==> config.mk <==
export PLATFORM = sky130hd
export DESIGN_NAME = alu_cmd_ctrl
export DESIGN_NICKNAME = d
export VERILOG_FILES = /design/src/rtl/alu_ctrl_pkg.sv /design/src/rtl/alu_res_sel.sv /design/src/rtl/alu_cmd_ctrl.sv
export SDC_FILE = /design/constraint.sdc
export NUM_CORES = 1
export LEC_CHECK = 0
export ABC_AREA = 0
export CAP_MARGIN = 20
export CORE_MARGIN = 4
export CORE_UTILIZATION = 50
export CTS_CLUSTER_SIZE = 20
export DETAILED_ROUTE_END_ITERATION = 10
export GPL_ROUTABILITY_DRIVEN = 0
export HOLD_SLACK_MARGIN = 0.03
export PLACE_DENSITY_LB_ADDON = 0.05
export SLEW_MARGIN = 15
export SYNTH_ARGS = -nofsm -noshare
export SYNTH_HDL_FRONTEND = slang
export SYNTH_HIERARCHICAL = 1
export SYNTH_SLANG_ARGS = --single-unit
export TNS_END_PERCENT = 20
==> constraint.sdc <==
create_clock -name CLK -period 5.8 [get_ports CLK]
set_clock_uncertainty 0.15 [all_clocks]
set_input_delay 1.16 -clock CLK [delete_from_list [all_inputs] [get_ports CLK]]
set_output_delay 1.16 -clock CLK [all_outputs]
set_load 0.1 [all_outputs]
==> src/rtl/alu_ctrl_pkg.sv <==
// Shared types and constants for the ALU command controller.
// Covers FSM states, the default frame header, STATUS bit positions and frame lengths.
package alu_ctrl_pkg;

   typedef enum logic [3:0] {
      S_IDLE = 4'd0,
      S_GA0  = 4'd1,
      S_GA1  = 4'd2,
      S_GB0  = 4'd3,
      S_GB1  = 4'd4,
      S_GFUN = 4'd5,
      S_EXEC = 4'd6,
      S_WAIT = 4'd7,
      S_TX0  = 4'd8,
      S_TX1  = 4'd9,
      S_TX2  = 4'd10
   } state_t;

   localparam logic [7:0] HDR_DEF = 8'hCC;

   localparam int ST_ARITH = 7;
   localparam int ST_LOGIC = 6;
   localparam int ST_CMP   = 5;
   localparam int ST_SHIFT = 4;
   localparam int ST_TMO   = 3;
   localparam int ST_CARRY = 0;

   localparam int CMD_LEN = 6;
   localparam int RSP_LEN = 3;

endpackage

==> src/rtl/alu_res_sel.sv <==
// Combinational priority select of the ALU result and response STATUS byte.
// Priority is Arith > Logic > CMP > SHIFT; all four flags are reported in STATUS.
module alu_res_sel
   import alu_ctrl_pkg::*;
#(
   parameter int DATA_W = 16
) (
   input  logic [DATA_W-1:0] arith_out,
   input  logic [DATA_W-1:0] logic_out,
   input  logic [DATA_W-1:0] shift_out,
   input  logic [1:0]        cmp_out,
   input  logic              carry_out,
   input  logic              arith_flag,
   input  logic              logic_flag,
   input  logic              cmp_flag,
   input  logic              shift_flag,
   output logic [DATA_W-1:0] res,
   output logic [7:0]        status,
   output logic              any_flag
);

   // Result mux and STATUS assembly from the live ALU flags
   always_comb begin
      res      = {DATA_W{1'b0}};
      status   = 8'h00;
      any_flag = arith_flag | logic_flag | cmp_flag | shift_flag;

      status[ST_ARITH] = arith_flag;
      status[ST_LOGIC] = logic_flag;
      status[ST_CMP]   = cmp_flag;
      status[ST_SHIFT] = shift_flag;
      status[ST_CARRY] = arith_flag & carry_out;

      if (arith_flag) begin
         res = arith_out;
      end else if (logic_flag) begin
         res = logic_out;
      end else if (cmp_flag) begin
         res = {{(DATA_W-2){1'b0}}, cmp_out};
      end else if (shift_flag) begin
         res = shift_out;
      end else begin
         res = {DATA_W{1'b0}};
      end
   end

endmodule

==> src/rtl/alu_cmd_ctrl.sv <==
// Byte-stream command controller: assembles a 6-byte command from RX, runs one ALU
// operation, and returns RES low, RES high and STATUS as a 3-byte response on TX.
module alu_cmd_ctrl
   import alu_ctrl_pkg::*;
#(
   parameter int         DATA_W      = 16,
   parameter logic [7:0] HDR         = HDR_DEF,
   parameter int         RES_TIMEOUT = 4
) (
   input  logic              CLK,
   input  logic              RST,
   input  logic [7:0]        RX_DATA,
   input  logic              RX_VALID,
   output logic [DATA_W-1:0] A,
   output logic [DATA_W-1:0] B,
   output logic [3:0]        ALU_FUN,
   output logic              ALU_EN,
   input  logic [DATA_W-1:0] Arith_OUT,
   input  logic [DATA_W-1:0] Logic_OUT,
   input  logic [DATA_W-1:0] SHIFT_OUT,
   input  logic [1:0]        CMP_OUT,
   input  logic              Carry_OUT,
   input  logic              Arith_Flag,
   input  logic              Logic_Flag,
   input  logic              CMP_Flag,
   input  logic              SHIFT_Flag,
   output logic [7:0]        TX_DATA,
   output logic              TX_VALID,
   input  logic              TX_READY
);

   localparam int               CNT_W   = $clog2(RES_TIMEOUT + 1);
   localparam logic [CNT_W-1:0] TMO_CNT = CNT_W'(RES_TIMEOUT);

   state_t              state_r, state_d;
   logic [7:0]          a_lo_r, a_hi_r, b_lo_r, b_hi_r;
   logic [CNT_W-1:0]    cnt_r, cnt_d;
   logic [DATA_W-1:0]   res_r, res_d, sel_res_s;
   logic [7:0]          status_r, status_d, sel_status_s;
   logic                any_flag_s, load_op_s, alu_en_d, tx_valid_d;
   logic [7:0]          tx_data_d;

   alu_res_sel #(.DATA_W(DATA_W)) u_res_sel (
      .arith_out  (Arith_OUT),
      .logic_out  (Logic_OUT),
      .shift_out  (SHIFT_OUT),
      .cmp_out    (CMP_OUT),
      .carry_out  (Carry_OUT),
      .arith_flag (Arith_Flag),
      .logic_flag (Logic_Flag),
      .cmp_flag   (CMP_Flag),
      .shift_flag (SHIFT_Flag),
      .res        (sel_res_s),
      .status     (sel_status_s),
      .any_flag   (any_flag_s)
   );

   // FSM state register
   always_ff @(posedge CLK or negedge RST) begin
      if (!RST) begin
         state_r <= S_IDLE;
      end else begin
         state_r <= state_d;
      end
   end

   // Next state, result capture and registered-output next values
   always_comb begin
      state_d   = state_r;
      cnt_d     = cnt_r;
      res_d     = res_r;
      status_d  = status_r;
      load_op_s = 1'b0;

      case (state_r)
         S_IDLE: if (RX_VALID && (RX_DATA == HDR)) state_d = S_GA0; else state_d = S_IDLE;
         S_GA0:  if (RX_VALID) state_d = S_GA1;  else state_d = S_GA0;
         S_GA1:  if (RX_VALID) state_d = S_GB0;  else state_d = S_GA1;
         S_GB0:  if (RX_VALID) state_d = S_GB1;  else state_d = S_GB0;
         S_GB1:  if (RX_VALID) state_d = S_GFUN; else state_d = S_GB1;
         S_GFUN: begin
            if (RX_VALID) begin
               state_d   = S_EXEC;
               load_op_s = 1'b1;
            end else begin
               state_d   = S_GFUN;
            end
         end
         S_EXEC: begin
            state_d = S_WAIT;
            cnt_d   = {CNT_W{1'b0}};
         end
         S_WAIT: begin
            if (any_flag_s) begin
               res_d    = sel_res_s;
               status_d = sel_status_s;
               state_d  = S_TX0;
            end else if (cnt_r == TMO_CNT) begin
               res_d            = {DATA_W{1'b0}};
               status_d         = 8'h00;
               status_d[ST_TMO] = 1'b1;
               state_d          = S_TX0;
            end else begin
               cnt_d = cnt_r + CNT_W'(1);
            end
         end
         S_TX0:  if (TX_VALID && TX_READY) state_d = S_TX1;  else state_d = S_TX0;
         S_TX1:  if (TX_VALID && TX_READY) state_d = S_TX2;  else state_d = S_TX1;
         S_TX2:  if (TX_VALID && TX_READY) state_d = S_IDLE; else state_d = S_TX2;
         default: state_d = S_IDLE;
      endcase

      // Outputs are decoded from the next state so they can be registered without a cycle of lag
      alu_en_d = (state_d == S_EXEC);
      case (state_d)
         S_TX0: begin
            tx_valid_d = 1'b1;
            tx_data_d  = res_d[7:0];
         end
         S_TX1: begin
            tx_valid_d = 1'b1;
            tx_data_d  = res_d[15:8];
         end
         S_TX2: begin
            tx_valid_d = 1'b1;
            tx_data_d  = status_d;
         end
         default: begin
            tx_valid_d = 1'b0;
            tx_data_d  = 8'h00;
         end
      endcase
   end

   // Shadow bytes, operand registers, result capture and registered outputs
   always_ff @(posedge CLK or negedge RST) begin
      if (!RST) begin
         a_lo_r   <= 8'h00;
         a_hi_r   <= 8'h00;
         b_lo_r   <= 8'h00;
         b_hi_r   <= 8'h00;
         cnt_r    <= {CNT_W{1'b0}};
         res_r    <= {DATA_W{1'b0}};
         status_r <= 8'h00;
         A        <= {DATA_W{1'b0}};
         B        <= {DATA_W{1'b0}};
         ALU_FUN  <= 4'h0;
         ALU_EN   <= 1'b0;
         TX_VALID <= 1'b0;
         TX_DATA  <= 8'h00;
      end else begin
         cnt_r    <= cnt_d;
         res_r    <= res_d;
         status_r <= status_d;
         ALU_EN   <= alu_en_d;
         TX_VALID <= tx_valid_d;
         TX_DATA  <= tx_data_d;
         // Operands change only on a completed frame so the ALU inputs stay quiet otherwise
         if (load_op_s) begin
            A       <= {a_hi_r, a_lo_r};
            B       <= {b_hi_r, b_lo_r};
            ALU_FUN <= RX_DATA[3:0];
         end
         if (RX_VALID) begin
            case (state_r)
               S_GA0:   a_lo_r <= RX_DATA;
               S_GA1:   a_hi_r <= RX_DATA;
               S_GB0:   b_lo_r <= RX_DATA;
               S_GB1:   b_hi_r <= RX_DATA;
               default: ;
            endcase
         end
      end
   end

endmodule
* Word-level counts from Yosys, hierarchy flattened
Index checks and enable logic that the tools add are counted.
** Word-level totals
- Register bits after elaboration :: 109
- Input port bits :: 67
- Output and inout bits :: 46
- Logic and storage cells :: 76
** Operators by class
- $add $sub $neg :: 1
- Equality and inequality tests :: 18
- Muxes and demuxes :: 29
- Bitwise gates (word level) :: 4
- Reduce and logical (&&, ||, !) cells :: 10
** Operators by type and width (count)
- $mux 16 :: 7
- $pmux 4 s11 :: 1
- $eq 4x4->1 const B :: 6
- $mux 8 :: 3
- $pmux 8 s3 :: 1
- $eq 4x3->1 const B :: 5
- $mux 4 :: 3
- $mux 3 :: 3
- $eq 4x2->1 const B :: 2
- $eq 8x8->1 const B :: 1
- $reduce_and 2->1 :: 4
- $mux 1 :: 7
- $mux 2 :: 3
- $pmux 3 s2 :: 1
- $eq 4x1->1 const B :: 1
- $logic_not 4->1 :: 1
- $ne 2x2->1 const B :: 2
- $add 3x1->3 const B :: 1
- $eq 3x3->1 const B :: 1
- $or 1x1->1 :: 3
- $reduce_and 3->1 :: 1
- $reduce_or 3->1 :: 1
- $logic_and 1x1->1 :: 2
- $reduce_bool 2->1 :: 1
- $and 1x1->1 :: 1

* Longest topological paths before layout
- Depth after elaboration :: 8
- Gate-level depth with buffers :: 10
- Depth with buffers taken out :: 7

* By module
The synthesis kept the hierarchy.
** By module, submodules not included
- alu_cmd_ctrl :: times used 1, cells an instance 315, area an instance 4445.5 sq um, sequential area each 2727.6 sq um
- alu_res_sel :: times used 1, cells an instance 55, area an instance 410.4 sq um, sequential area each 0.0 sq um

* Least setup slack after synthesis
OpenSTA, ideal clock, no wires.
- Path kind :: input to register
- Start :: input port Arith_Flag
- End :: register TX_DATA[2]
- Setup time :: 0.096 ns
- Arrival time :: 2.954 ns
- Data required time :: 5.554 ns
- Path slack :: 2.600 ns
- Stages :: 10
- Path buffers :: 3
- Cell sequence :: clkbuf_8 > buf_6 > nor2_1 > nand2_1 > a21oi_2 > a32o_1 > a222oi_1 > buf_6 > a21oi_1 > o31ai_1
** Between the ends
- Cells in the longest elaborated chain, start to end :: 7
- Elaborated cells between the ends (all ways) :: 14
- Those cells by class :: eq/ne: 3; mux: 8; bitwise: 3
** Ends and longest elaborated chain
- start, declared :: RTL line alu_cmd_ctrl.sv:23 : input logic Arith_Flag,
- $or 1x1->1 * (3 in a row) :: RTL line alu_res_sel.sv:26 : any_flag = arith_flag | logic_flag | cmp_flag | shift_flag;
- via any_flag_s :: RTL line alu_cmd_ctrl.sv:40 : logic any_flag_s, load_op_s, alu_en_d, tx_valid_d;
- $mux 4 :: RTL line alu_cmd_ctrl.sv:94 : if (any_flag_s) begin
- $pmux 4 s11 :: RTL line alu_cmd_ctrl.sv:75 : case (state_r)
- $eq 4x4->1 :: RTL line alu_cmd_ctrl.sv:115 : case (state_d)
- $pmux 8 s3 * :: RTL line alu_cmd_ctrl.sv:115
- via tx_data_d[2] :: RTL line alu_cmd_ctrl.sv:41 : logic [7:0] tx_data_d;
- end signal, assigned :: RTL line alu_cmd_ctrl.sv:157 : TX_DATA <= tx_data_d;
- end, declared :: RTL line alu_cmd_ctrl.sv:27 : output logic [7:0] TX_DATA,
Mark *: on every way through the listed nets, which the timed path passes. The rest lies on a longest branch.
A chain may end at the register's enable or synchronous reset.

* Final worst setup path
- Start :: input port Arith_Flag
- End :: register TX_DATA[3]
** Between the ends
- Cells in the longest elaborated chain, start to end :: 7
- Elaborated cells between the ends (all ways) :: 14
- Those cells by class :: eq/ne: 3; mux: 8; bitwise: 3
** Ends and longest elaborated chain
- $or 1x1->1 * (3 in a row) :: RTL line alu_res_sel.sv:26
- via any_flag_s :: RTL line alu_cmd_ctrl.sv:40
- $mux 4 * :: RTL line alu_cmd_ctrl.sv:94
- $pmux 4 s11 * :: RTL line alu_cmd_ctrl.sv:75
- via state_d[3] :: RTL line alu_cmd_ctrl.sv:35 : state_t state_r, state_d;
- $eq 4x4->1 :: RTL line alu_cmd_ctrl.sv:115
- $pmux 8 s3 * :: RTL line alu_cmd_ctrl.sv:115
- via tx_data_d[3] :: RTL line alu_cmd_ctrl.sv:41
Marks and branches as above.

==> impl_metrics.yaml <==
floorplan:
  die-area_um2: 11350
  fp.dieH_um: 106.6
  io_pins: 113
  start_util_pct: 52.06
  core_area_um2: 9328
  die_x_um: 106.6
  row_count: 35
routing:
  dr.pass1.iters: 7
  num_vias: 3356
  routed_via_density: 5.556
  drtIter0Drc: 200
  totalWireLength_um: 11030
  drc: 0
  postRouteAntennaNets: 0
  wl_per_cell_um: 18.26
final_layout:
  syn_to_final_growth_pct: 27.18
  final_core_util_pct: 66.21
  drive_gt1_share_pct: 22.95
  fin_nets: 539
  n_fill_cell: 740
  diodes: 0
cts:
  clk_pin_slew_ns: 0.11
  postCtsSetupBuffers: 0
  clk_path_buf_depth: 2
  cts_buffers: 9
  clock_sinks: 109
  clockRootBuffer: "clkbuf_8"
  ctsHoldBuffers: 0
  cts_resized: 0
  clock_latency_ns: 0.36
  cts.htree.levels: 3
  tritoncts: "yes"
global_routing:
  overflow: 0
  grt_max_degree: 56
  track_usage_pct: 20.11
  grt_first_pass_wirelength_um: 18060
  first_global_vias: 3432
  antenna_found_initial: 0
synth:
  synth_warnings: 6
  synthTopCellsByArea: "dfrtp_1 (56%), mux2_2 (16%), a22o_1 (4.1%)"
  syn_area_um2: 4856
  async_reset_ff_share_pct: 100.0
  synth_ff_type: "dfrtp_1"
  ys_types: 46
  synth_top_area_share_pct: 56.17
  syn_avg_cell_area_um2: 13.12
  netlist_top_cells_count: "dfrtp_1 (109), mux2_2 (68), a22o_1 (23)"
  synth_area_leader_cell: "dfrtp_1"
  synth_edf_count: 0
  synth_seq_cells: 109
  synth.most_common_cell: "dfrtp_1"
  syn_inst: 370
  seq_area_frac_synth_pct: 56.17
critical_path:
  path_class: "primary input to flip-flop"
  cp_top_family: "simple AND/OR/NAND/NOR gates"
  cp-end-kind: "flip-flop"
  cp_slowest_cell: "clkdlybuf4s50_1"
  path_cells: "clkdlybuf4s50_1 -> nor2_1 -> nand2_1 -> a21o_2 -> nand2_1 -> o21ai_0 -> nand2_1 -> o31ai_1"
  arrival_ns: 4.25
  crit_fanout: 26
  worstPathRequired_ns: 5.88
  critPathBufInv: 1
  cpPeakStageDelay_ns: 0.85
  cpMostUsedCell: "nand2_1"
  worst_setup_path_start_kind: "primary input"
power:
  p_int_mw: 1.929
  p_switching_mw: 1.698
  p_seq_share_pct: 34.5
  p_sw_share_pct: 46.81
  vdd_drop_max_mv: 0.5278
  power_frac_clock_pct: 14.0
  leakage_nw: 2.795
  power_density_nw_per_um2: 587.3
  combinationalPowerShare_pct: 51.5
placed_design:
  portBuffers: 112
  hpwlAfterDp_um: 7699
sta:
  fmax_ghz: 0.2398
  max_slew.worst_pin.slew_ns: 0.9911
  tns_ns: 0
  slew_headroom_pct: 33.72
  fin_crit_ns: 4.169
  drv_slew: 0
  rsz0062_at_grt: "no"
  setup_viol: 0
  fin_crit_sh_pct: 71.89
  finalHoldViolCount: 0
flow_run:
  drv_cap: 0
run_status:
  status: "completed"
hold_path:
  hp-class: "flip-flop to flip-flop"
power groups by stage:
stage	clock network [mW]	logic [mW]	registers [mW]
after floorplan	0	0.606	2.08
after global placement	0	1.84	1.25
after detailed placement	0	1.87	1.26
after CTS	0.522	1.87	1.25
after global routing	0.558	1.95	1.29
final	0.508	1.87	1.25
worst paths after layout:
path	start	end	slack, ns	cells after the start
worst max-delay path	Arith_Flag	TX_DATA[3]	1.63	8
worst min register to register	b_hi_r[0]	B[8]	0.34	1
min in group asynchronous	RST	status_r[0]	0.68	1
worst max register to register	state_r[1]	TX_DATA[3]	3.08	5
max in group asynchronous	RST	A[12]	3.67	2
worst min-delay path	b_hi_r[0]	B[8]	0.34	1
metal layers:
layer  vias up  part of all wire [%]  global-route usage, %
met2        73                    49                  32.76
met5         -                     0                      0
met4         0                  0.90                  3.288
met1      1729                    47                  28.31
met3         9                   3.7                  4.493
li1       1545                     -                      -
state kept, by name, summed over array words and instances (netlist names):
register  cells
a_hi_r        8
cnt_r         3
TX_VALID      1
TX_DATA       8
ALU_FUN       4
B            16
b_lo_r        8
a_lo_r        8
b_hi_r        8
ALU_EN        1
A            16
res_r        16
status_r      8
state_r       4
cells by family after synthesis:
logic type	synth area share [%]
AOI/OAI and AO/OA	13.55
adders and majority gates	0.5152
buffers and inverters	6.081
DFF	56.17
muxes	15.77
other	0.07723
and+or+nand+nor	7.833
area by class of cell:
type | count | area (µm²) | area share, %
inverters | 20 | 75.07 | 1.216
clock inverters | 7 | 105.1 | 1.702
repair buffers | 115 | 1141 | 18.48
flip-flops and latches | 109 | 2728 | 44.17
well taps | 129 | 161.4 | 2.613
multi-input cells | 215 | 1842 | 29.82
clock buffers | 9 | 123.9 | 2.006
cell usage in the layout, fill, tap and decap left out, drive strengths merged, types with 4 or more instances in the layout:
cell,synthesis,layout
a21o,5,5
a21oi,15,15
a222oi,14,14
a22o,24,24
and3b,8,8
buf,20,4
clkbuf,8,9
clkdlybuf4s50,0,111
dfrtp,109,109
inv,20,23
mux2,68,68
nand2,19,19
nor2,7,7
o21ai,4,4
o22ai,4,4
o31ai,9,9
stage by stage:
step / cell area [µm²] / worst slack [ns] / cells / power (mW) / hold WS (ns)
finish: 6176 / 1.631 / 604 / 3.627 / 0.3423
detailed placement: 5939 / 1.336 / 587 / 3.130 / 0.3265
global route: 6176 / 1.312 / 604 / 3.801 / 0.3587
global placement: 5939 / 1.455 / 587 / 3.095 / 0.3266
CTS: 6168 / 1.678 / 603 / 3.648 / 0.3460
floorplan: 4863 / 2.600 / 372 / 2.688 / 0.3070
Power figures use the tool's default switching activity.
